===== src/rtl/acc_cpu_pkg.sv =====
// Opcodes, FSM state type and decode helper shared by the acc_cpu_gen2 slice.
// Define CPU_MUL_EN to make opcode 4 a memory-operand MUL; otherwise it decodes as illegal.
package acc_cpu_pkg;

  localparam int unsigned OP_W = 4;

  localparam logic [OP_W-1:0] OP_LOD = 4'd0;
  localparam logic [OP_W-1:0] OP_STO = 4'd1;
  localparam logic [OP_W-1:0] OP_ADD = 4'd2;
  localparam logic [OP_W-1:0] OP_SUB = 4'd3;
  localparam logic [OP_W-1:0] OP_MUL = 4'd4;
  localparam logic [OP_W-1:0] OP_AND = 4'd5;
  localparam logic [OP_W-1:0] OP_JMP = 4'd6;
  localparam logic [OP_W-1:0] OP_JMZ = 4'd7;
  localparam logic [OP_W-1:0] OP_NOP = 4'd8;
  localparam logic [OP_W-1:0] OP_HLT = 4'd9;
  localparam logic [OP_W-1:0] OP_OR  = 4'd10;
  localparam logic [OP_W-1:0] OP_XOR = 4'd11;
  localparam logic [OP_W-1:0] OP_JMN = 4'd12;
  localparam logic [OP_W-1:0] OP_JMC = 4'd13;
  localparam logic [OP_W-1:0] OP_LDI = 4'd14;
  localparam logic [OP_W-1:0] OP_ILL = 4'd15;

  typedef enum logic [2:0] {
    FETCH  = 3'd0,
    DECODE = 3'd1,
    EXEC   = 3'd2,
    WB     = 3'd3,
    HALT   = 3'd4
  } state_t;

  // Opcodes that read M[operand] in EXEC and complete in WB.
  function automatic logic is_mem_op(input logic [OP_W-1:0] op);
    case (op)
      OP_LOD, OP_STO, OP_ADD, OP_SUB, OP_AND, OP_OR, OP_XOR: is_mem_op = 1'b1;
`ifdef CPU_MUL_EN
      OP_MUL: is_mem_op = 1'b1;
`endif
      default: is_mem_op = 1'b0;
    endcase
  endfunction

endpackage


===== src/rtl/acc_cpu_alu.sv =====
// Combinational accumulator ALU for the WB stage; carry_we flags the ops that own the carry flag.
// The multiplier exists only when CPU_MUL_EN is defined.
module acc_cpu_alu
  import acc_cpu_pkg::*;
#(
  parameter int unsigned DATA_W = 10
) (
  input  logic [OP_W-1:0]   op,
  input  logic [DATA_W-1:0] acc,
  input  logic [DATA_W-1:0] operand,
  output logic [DATA_W-1:0] result,
  output logic              carry_out,
  output logic              carry_we
);

  logic [DATA_W:0] sum;
  logic [DATA_W:0] diff;

  assign sum  = {1'b0, acc} + {1'b0, operand};
  // Top bit of the widened difference is the borrow (acc < operand).
  assign diff = {1'b0, acc} - {1'b0, operand};

`ifdef CPU_MUL_EN
  logic [2*DATA_W-1:0] prod;
  assign prod = (2*DATA_W)'(acc) * (2*DATA_W)'(operand);
`endif

  always_comb begin
    result    = acc;
    carry_out = 1'b0;
    carry_we  = 1'b0;
    case (op)
      OP_LOD: result = operand;
      OP_ADD: begin
        {carry_out, result} = sum;
        carry_we = 1'b1;
      end
      OP_SUB: begin
        {carry_out, result} = diff;
        carry_we = 1'b1;
      end
`ifdef CPU_MUL_EN
      OP_MUL: begin
        result    = prod[DATA_W-1:0];
        carry_out = |prod[2*DATA_W-1:DATA_W];
        carry_we  = 1'b1;
      end
`endif
      OP_AND: result = acc & operand;
      OP_OR:  result = acc | operand;
      OP_XOR: result = acc ^ operand;
      default: ;
    endcase
  end

endmodule


===== src/rtl/acc_cpu_gen2.sv =====
// Second-generation accumulator CPU: FETCH/DECODE/EXEC/WB/HALT sequencer around acc_cpu_alu.
// Optional MUL instruction controlled by the CPU_MUL_EN macro.
module acc_cpu_gen2
  import acc_cpu_pkg::*;
#(
  parameter int unsigned ADDR_W = 6,
  parameter int unsigned DATA_W = 10
) (
  input  logic              clk,
  input  logic              rst,
  output logic [ADDR_W-1:0] mem_addr,
  output logic              mem_we,
  output logic [DATA_W-1:0] mem_wdata,
  input  logic [DATA_W-1:0] mem_rdata,
  output logic [ADDR_W-1:0] pc,
  output logic [DATA_W-1:0] acc,
  output logic              carry,
  output logic              halted,
  output logic              illegal
);

  if (DATA_W != OP_W + ADDR_W) begin : g_width_check
    $error("acc_cpu_gen2: DATA_W must equal 4 + ADDR_W");
  end

  state_t            state, state_next;
  logic [DATA_W-1:0] ir, ir_next;
  logic [ADDR_W-1:0] pc_next;
  logic [DATA_W-1:0] acc_next;
  logic              carry_next, illegal_next;

  logic [OP_W-1:0]   opcode;
  logic [ADDR_W-1:0] operand;
  logic [DATA_W-1:0] alu_result;
  logic              alu_carry, alu_carry_we;

  assign opcode  = ir[DATA_W-1 -: OP_W];
  assign operand = ir[ADDR_W-1:0];

  acc_cpu_alu #(.DATA_W(DATA_W)) u_alu (
    .op        (opcode),
    .acc       (acc),
    .operand   (mem_rdata),
    .result    (alu_result),
    .carry_out (alu_carry),
    .carry_we  (alu_carry_we)
  );

  // State and architectural registers; reset overrides any pending store or halt.
  always_ff @(posedge clk) begin
    if (rst) begin
      state   <= FETCH;
      pc      <= '0;
      ir      <= '0;
      acc     <= '0;
      carry   <= 1'b0;
      halted  <= 1'b0;
      illegal <= 1'b0;
    end else begin
      state   <= state_next;
      pc      <= pc_next;
      ir      <= ir_next;
      acc     <= acc_next;
      carry   <= carry_next;
      halted  <= (state_next == HALT);
      illegal <= illegal_next;
    end
  end

  // Next-state, register updates and memory port drive.
  always_comb begin
    state_next   = state;
    pc_next      = pc;
    ir_next      = ir;
    acc_next     = acc;
    carry_next   = carry;
    illegal_next = illegal;
    mem_addr     = '0;
    mem_we       = 1'b0;
    mem_wdata    = '0;
    if (!rst) begin
      case (state)
        FETCH: begin
          mem_addr   = pc;
          state_next = DECODE;
        end
        DECODE: begin
          ir_next    = mem_rdata;
          pc_next    = pc + ADDR_W'(1);
          state_next = EXEC;
        end
        EXEC: begin
          state_next = FETCH;
          if (is_mem_op(opcode)) begin
            mem_addr   = operand;
            state_next = WB;
          end else begin
            case (opcode)
              OP_JMP: pc_next = operand;
              OP_JMZ: if (acc == '0) pc_next = operand;
              OP_JMN: if (acc[DATA_W-1]) pc_next = operand;
              OP_JMC: if (carry) pc_next = operand;
              OP_LDI: acc_next = DATA_W'(operand);
              OP_NOP: ;
              OP_HLT: state_next = HALT;
              default: begin
                illegal_next = 1'b1;
                state_next   = HALT;
              end
            endcase
          end
        end
        WB: begin
          if (opcode == OP_STO) begin
            mem_addr  = operand;
            mem_we    = 1'b1;
            mem_wdata = acc;
          end
          acc_next = alu_result;
          if (alu_carry_we) carry_next = alu_carry;
          state_next = FETCH;
        end
        HALT: ;
        default: state_next = FETCH;
      endcase
    end
  end

endmodule

===== config.mk =====
export PLATFORM = sky130hd
export DESIGN_NAME = acc_cpu_gen2
export DESIGN_NICKNAME = d
export VERILOG_FILES = /design/src/rtl/acc_cpu_pkg.sv /design/src/rtl/acc_cpu_alu.sv /design/src/rtl/acc_cpu_gen2.sv
export SDC_FILE = /design/constraint.sdc
export NUM_CORES = 1
export LEC_CHECK = 0
export CAP_MARGIN = 10
export CORE_ASPECT_RATIO = 0.5
export CORE_MARGIN = 1
export CORE_UTILIZATION = 40
export CTS_CLUSTER_DIAMETER = 40
export DETAILED_ROUTE_END_ITERATION = 12
export PLACE_DENSITY = 0.6
export RECOVER_POWER = 25
export SYNTH_ARGS = -nofsm -noshare
export SYNTH_HDL_FRONTEND = slang
export SYNTH_SLANG_ARGS = --single-unit

===== constraint.sdc =====
create_clock -name clk -period 3.05 [get_ports clk]
set_input_delay 0.61 -clock clk [delete_from_list [all_inputs] [get_ports clk]]
set_output_delay 0.61 -clock clk [all_outputs]
set_load 0.1 [all_outputs]

==> flow_summary.toml, run 1 <==
[run_status]
status = "complete, no violations"

[pwr]
power.density_mw_per_mm2 = 416
p_leak_uw = 0.00170
irDropWorstVdd_v = 0.000227

[placement]
placed_cells = 620
globalplace.congestion = 0.955
io_buffers = 47
dp_slack_ps = -128
dp_hpwl_mm = 8.27
place_area_sq_mm = 0.00409

[synthesis]
ys_seq_area_share_pct = 20.2
yosysUniqueCellTypes = 58
synth_async_sr_flop_share_pct = 0
synth_area_sq_mm = 0.00317
synth_top_flop_cell = "dfxtp_1"
syn_nets = 497
ys_seq_elements = 32
synth_edf_count = 0
syn_area_per_cell_sq_um = 7.01
ys_warn_count = 0
syn_inst = 452

[critical_path]
worst_path_max_delay_cell = "clkdlybuf4s50_1"
slowest_delay_ps = 450
path_max_fanout = 3
end_kind = "flip-flop"
crit_path_start = "mem_rdata[0]"
worstSetupPathDepth = 10
worstPathArrival_ps = 3110
critical_path.startpoint_type = "input pin"
critPathMostFrequentCell = "nor2_1"
crit_buf_inv = 1
r2r_slack_ps = 490
required_ps = 3230
ff2ff_path_depth = 9
crit_end = "acc[6]$_SDFFE_PP0P_"
rr_startpoint = "acc[0]$_SDFFE_PP0P_"
rr_endpoint = "acc[6]$_SDFFE_PP0P_"
path_class = "input pin to flip-flop"
cpLargestDelayFamily = "compound AO/OA/AOI/OAI gates"
timing.critical_path.cells = "clkdlybuf4s50_1 -> ha_1 -> fa_1 -> a21oi_1 -> o211ai_1 -> nor2_1 -> nor2_1 -> a211o_1 -> a22o_1 -> a32o_1"

[timing]
max_freq_ghz = 0.341
final.min_clock_period_ps = 2930
rsz0062_at_grt = "false"
fin_skew_ps = 6.57
slew_headroom_pct = 21.6
setup_slack_ps = 120
hold_viol_final = 0
tightest_slew_ps = 1180
finalSetupViolations = 0
finalCritPeriodShare_pct = 96.1
tns_ps = 0
drv_slew = 0

[layout]
layout.cells.non_filler = 628
design_area_sq_mm = 0.00421
nets = 564
nFillCells = 718
diodes = 0
syn2layout_area_growth_pct = 33.0
drive_above_1_share_pct = 16.5

[clock_network]
cts_tree = "done"
clk_path_buf_depth = 2
clkSlewWorstSetupHoldPaths_ps = 60
numCtsBuffers = 5
hold_buffers = 0
cts-root-buf = "clkbuf_16"
clock-sinks = 32
cts_htree_levels = 2
clock_latency_ps = 290

[floorplanning]
start_util_pct = 42.3
die-area_sq_mm = 0.00830
die_y_microns = 64.9
core_sq_mm = 0.00749
die_x_microns = 128
rows = 22
pin_count = 48

[drt]
drt_iter0_drc = 373
drt_pass1_iterations = 6
ant_nets = 0
post_drt_wl_per_cell_microns = 17.4
vias = 3580
avgViaCountPerCell = 5.70
drc = 0
wl_mm = 10.9

[global_route]
grt_max_degree = 29
globalRoute.totalOverflow = 0
grt_antenna_before_repair = 0
track_usage_pct = 26.9
grt_pass1_wl_mm = 17.1
gr-usage-met3_pct = 5.45
met1_usage_pct = 40.4
grtUsageMet2_pct = 39.5
top_usage_layer = "met1"
grt_pass1_vias = 3128

[worst_hold_path]
hp-class = "flip-flop to flip-flop"
hold_depth = 2
hp-start = "illegal$_SDFFE_PP0P_"

[job]
max_cap_violations = 0
[cell usage after synthesis (3+ instances only)]
library cell / instances / area, sq um
and2_1: 13 / 81.3
nor2_1: 41 / 154
clkbuf_1: 21 / 78.8
nand2_1: 50 / 188
o211ai_1: 3 / 22.5
dfxtp_1: 32 / 641
mux2i_1: 3 / 30.0
xnor2_1: 6 / 52.6
inv_1: 31 / 116
a31oi_1: 3 / 18.8
a22oi_1: 14 / 105
a221oi_1: 6 / 52.6
o21bai_1: 3 / 22.5
nand3_1: 13 / 65.1
o32ai_1: 3 / 26.3
nor4_1: 3 / 18.8
o21ai_1: 3 / 15.0
buf_6: 3 / 33.8
o31ai_1: 4 / 30.0
nor2b_1: 5 / 31.3
buf_2: 5 / 25.0
nor3_1: 16 / 80.1
a21oi_1: 47 / 235
a211o_1: 3 / 26.3
or3_1: 3 / 18.8
o21ai_0: 34 / 170
and3_1: 3 / 18.8
ha_1: 31 / 388
nand2b_1: 11 / 68.8
a211oi_1: 4 / 30.0
[registers in the layout, indices dropped and copies added, names as in the netlist]
register	flops
illegal	1
pc	6
halted	1
state	3
acc	10
carry	1
ir	10
[metrics by stage]
step	power [uW]	hold slack [ps]	utilization [%]
2_1_floorplan	956	462	-
3_3_place_gp	1160	492	54.6
3_5_place_dp	1160	492	54.6
4_1_cts	1750	506	56.8
5_1_grt	1830	517	56.3
6_report	1750	490	56.3
[logic make-up after synthesis]
logic type | count (synthesis) | synth area share [%]
AND/OR/NAND/NOR | 169 | 25.7
AO/OA/AOI/OAI | 147 | 29.4
buffers and inverters | 60 | 8.02
adder cells (fa/ha/maj) | 34 | 13.8
flip-flops | 32 | 20.2
XOR/XNOR | 7 | 1.94
multiplexers | 3 | 0.948
[report_power, final]
part           leakage, uW  switching [uW]  total [uW]  internal (uW)
registers         0.000260            57.2         507            450
logic              0.00136             436         657            221
clock network    0.0000808             204         588            385
[final cells by class]
type	count	area, sq um	area share (%)
Tap cell	108	135	3.21
Sequential cell	32	641	15.2
Clock buffer	6	129	3.06
Inverter	31	116	2.76
Timing Repair Buffer	89	860	20.4
Multi-Input combinational cell	360	2300	54.5
Clock inverter	2	35.0	0.831
[worst min-delay path: cells and delay by family, from the launching register on]
kind            cells  cell delay [ps]
flops               1              330
simple gates        1               70
compound gates      1               40
[cell usage in the layout, fill, tap and decap left out, types with 5 or more instances in the layout]
cell,n
ha_1,31
buf_4,48
nor3_1,16
a21oi_1,47
xnor2_1,6
buf_12,17
clkbuf_1,14
nor2b_1,5
nor2_1,34
inv_1,31
o21ai_0,34
dfxtp_1,32
clkdlybuf4s50_1,11
nand2b_1,11
a22oi_1,14
a221oi_1,6
nor2_2,8
and2_1,13
nand2_1,50
nand3_1,13
clkbuf_16,5
[metal layers]
layer | part of all wire, % | routed length [microns]
met5 | 0 | 0
met4 | 0.52 | 57
met3 | 10 | 1100
met2 | 39 | 4310
met1 | 50 | 5460
[what timing repair did]
action,in CTS,in global routing
endpoints found under the setup margin,0,7
setup buffers,0,0
resized for setup,0,2
[how the worst min path moves through the flow]
| stage | endpoint | slack, ps |
|---|---|---|
| after global placement | ir[5]$_SDFFE_PP0P_ | 490 |
| after detailed placement | illegal$_SDFFE_PP0P_ | 490 |
| final | illegal$_SDFFE_PP0P_ | 490 |
| after CTS | illegal$_SDFFE_PP0P_ | 510 |
| after floorplan | ir[1]$_SDFFE_PP0P_ | 460 |
| after global routing | ir[0]$_SDFFE_PP0P_ | 520 |
Note: power is estimated with default switching activity, not from simulation.
==> inputs of run 2 (changes only) <==
--- a/config.mk
+++ b/config.mk
@@ -7,7 +7,7 @@
 export LEC_CHECK = 0
 export CAP_MARGIN = 10
 export CORE_ASPECT_RATIO = 0.5
-export CORE_MARGIN = 1
+export CORE_MARGIN = 2
 export CORE_UTILIZATION = 40
 export CTS_CLUSTER_DIAMETER = 40
 export DETAILED_ROUTE_END_ITERATION = 12
==> constraint.sdc (replaced) <==
create_clock -name clk -period 3.1 [get_ports clk]
set_input_delay 0.62 -clock clk [delete_from_list [all_inputs] [get_ports clk]]
set_output_delay 0.62 -clock clk [all_outputs]
set_load 0.1 [all_outputs]
==> run 2 against run 1 <==
  * Worst setup slack improved by 7.2 ps
  * Cell count rose by 0.64%
  * Sequential power fell by 2%
  * First-iteration DRC count rose by 15%
  * Cell area rose by 0.39%
  * Utilization rose by 0.22 points
  * Via count rose by 1.8%
  * Die area rose by 4.7%
  * Clock power fell by 3%
  * Power fell by 1.4%
  * Wire length rose by 4.0%
  * Critical endpoint is now acc[8]$_SDFFE_PP0P_
==> flow_summary.toml, run 2 (synthesis gave the netlist of run 1 again) <==
[run_status]
status = "complete, no violations"

[clock_network]
clk_path_buf_depth = 2
clock_latency_ps = 280
postCtsSetupRepairBufs = 0
cts_tree = "done"
cts-root-buf = "clkbuf_16"
numCtsBuffers = 5
clkSlewWorstSetupHoldPaths_ps = 60
cts_resized = 0
hold_buffers = 0
clock-sinks = 32
cts_htree_levels = 2

[drt]
wl_mm = 11.4
post_drt_wl_per_cell_microns = 18.0
drt_iter0_drc = 428
drt_pass1_iterations = 7
avgViaCountPerCell = 5.77
vias = 3645
drc = 0
ant_nets = 0

[timing]
final.min_clock_period_ps = 2970
tightest_slew_ps = 1180
drv_slew = 0
slew_headroom_pct = 21.9
hold_viol_final = 0
max_freq_ghz = 0.336
finalSetupViolations = 0
fin_skew_ps = 3.98
rsz0062_at_grt = "false"
finalCritPeriodShare_pct = 95.9

[critical_path]
slowest_delay_ps = 460
path_max_fanout = 3
worst_path_max_delay_cell = "clkdlybuf4s50_1"
end_kind = "flip-flop"
crit_buf_inv = 2
timing.critical_path.cells = "clkdlybuf4s50_1 -> ha_1 -> fa_1 -> a21oi_1 -> o211ai_1 -> o41ai_1 -> buf_4 -> xnor2_1 -> a22oi_1 -> a211oi_1"
critical_path.startpoint_type = "input pin"
r2r_slack_ps = 550
cpLargestDelayFamily = "compound AO/OA/AOI/OAI gates"
ff2ff_path_depth = 10
rr_endpoint = "acc[9]$_SDFFE_PP0P_"
required_ps = 3290
rr_startpoint = "acc[1]$_SDFFE_PP0P_"
path_class = "input pin to flip-flop"
worstPathArrival_ps = 3160

[layout]
nets = 568
layout_common_cells = "buf_4 (51), nand2_1 (50), a21oi_1 (47)"
syn2layout_area_growth_pct = 33.5
reg_top3 = "acc: 10 flops, ir: 10 flops, pc: 6 flops"
fin_util_pct = 56.5
diodes = 0
layout.cells.non_filler = 632
drive_above_1_share_pct = 16.6
mostFrequentLayoutCell = "buf_4"

[global_route]
globalRoute.totalOverflow = 0
grt_antenna_before_repair = 0
track_usage_pct = 26.9
grt_max_degree = 29
grt_pass1_wl_mm = 18.0
grt_pass1_vias = 3344

[floorplanning]
start_util_pct = 42.3
die-area_sq_mm = 0.00869
core_sq_mm = 0.00749
pin_count = 48
die_x_microns = 130
die_y_microns = 66.9
rows = 22

[placement]
placed_cells = 624
globalplace.congestion = 0.934
io_buffers = 47
dp_hpwl_mm = 8.56

[worst_hold_path]
hold_end = "illegal$_SDFFE_PP0P_"
hp-start = "illegal$_SDFFE_PP0P_"
hold_depth = 2
hp-class = "flip-flop to flip-flop"

[job]
max_cap_violations = 0

[pwr]
irDropWorstVdd_v = 0.000213
p_leak_uw = 0.00170
power_uw = 1730
power.density_mw_per_mm2 = 409
==> run 2: stage by stage <==
step	setup slack (ps)	TNS, ps	hold slack (ps)	area (sq um)
floorplan	56.0	0	462	3180
global placement	-4.82	-4.82	485	4120
detailed placement	-92.1	-131	483	4120
CTS	148	0	496	4280
global route	8.85	0	512	4230
finish	127	0	492	4230
==> run 2: layer usage <==
metal  part of all wire, %  GRT usage (%)
met5                     0              0
met4                   1.4           6.32
met3                    10           6.67
met2                    40           39.0
met1                    48           39.5
==> run 2: worst max-delay path by stage <==
stage	from	endpoint	depth (start not counted)
floorplan	ir[6]$_SDFFE_PP0P_	mem_wdata[0]	5
global placement	mem_rdata[0]	acc[6]$_SDFFE_PP0P_	10
detailed placement	mem_rdata[0]	acc[8]$_SDFFE_PP0P_	10
CTS	mem_rdata[0]	acc[8]$_SDFFE_PP0P_	10
global route	mem_rdata[0]	acc[8]$_SDFFE_PP0P_	10
finish	mem_rdata[0]	acc[8]$_SDFFE_PP0P_	10
==> run 2: area by class of cell <==
class,count,area [sq um]
Tap cell,108,135
Clock buffer,6,129
Multi-Input combinational cell,360,2290
Inverter,31,116
Fill cell,745,3260
Sequential cell,32,641
Clock inverter,2,35.0
Timing Repair Buffer,93,886
==> run 2: tightest hold or removal path: cells and delay by family, from the launching register on <==
family	cells	cell delay [ps]
AOI/OAI and AO/OA	1	50
DFF	1	340
and+or+nand+nor	1	70
==> run 2: report_power, final <==
part           switching, uW  internal, uW
sequential              51.8           443
clock                    193           378
combinational            442           221
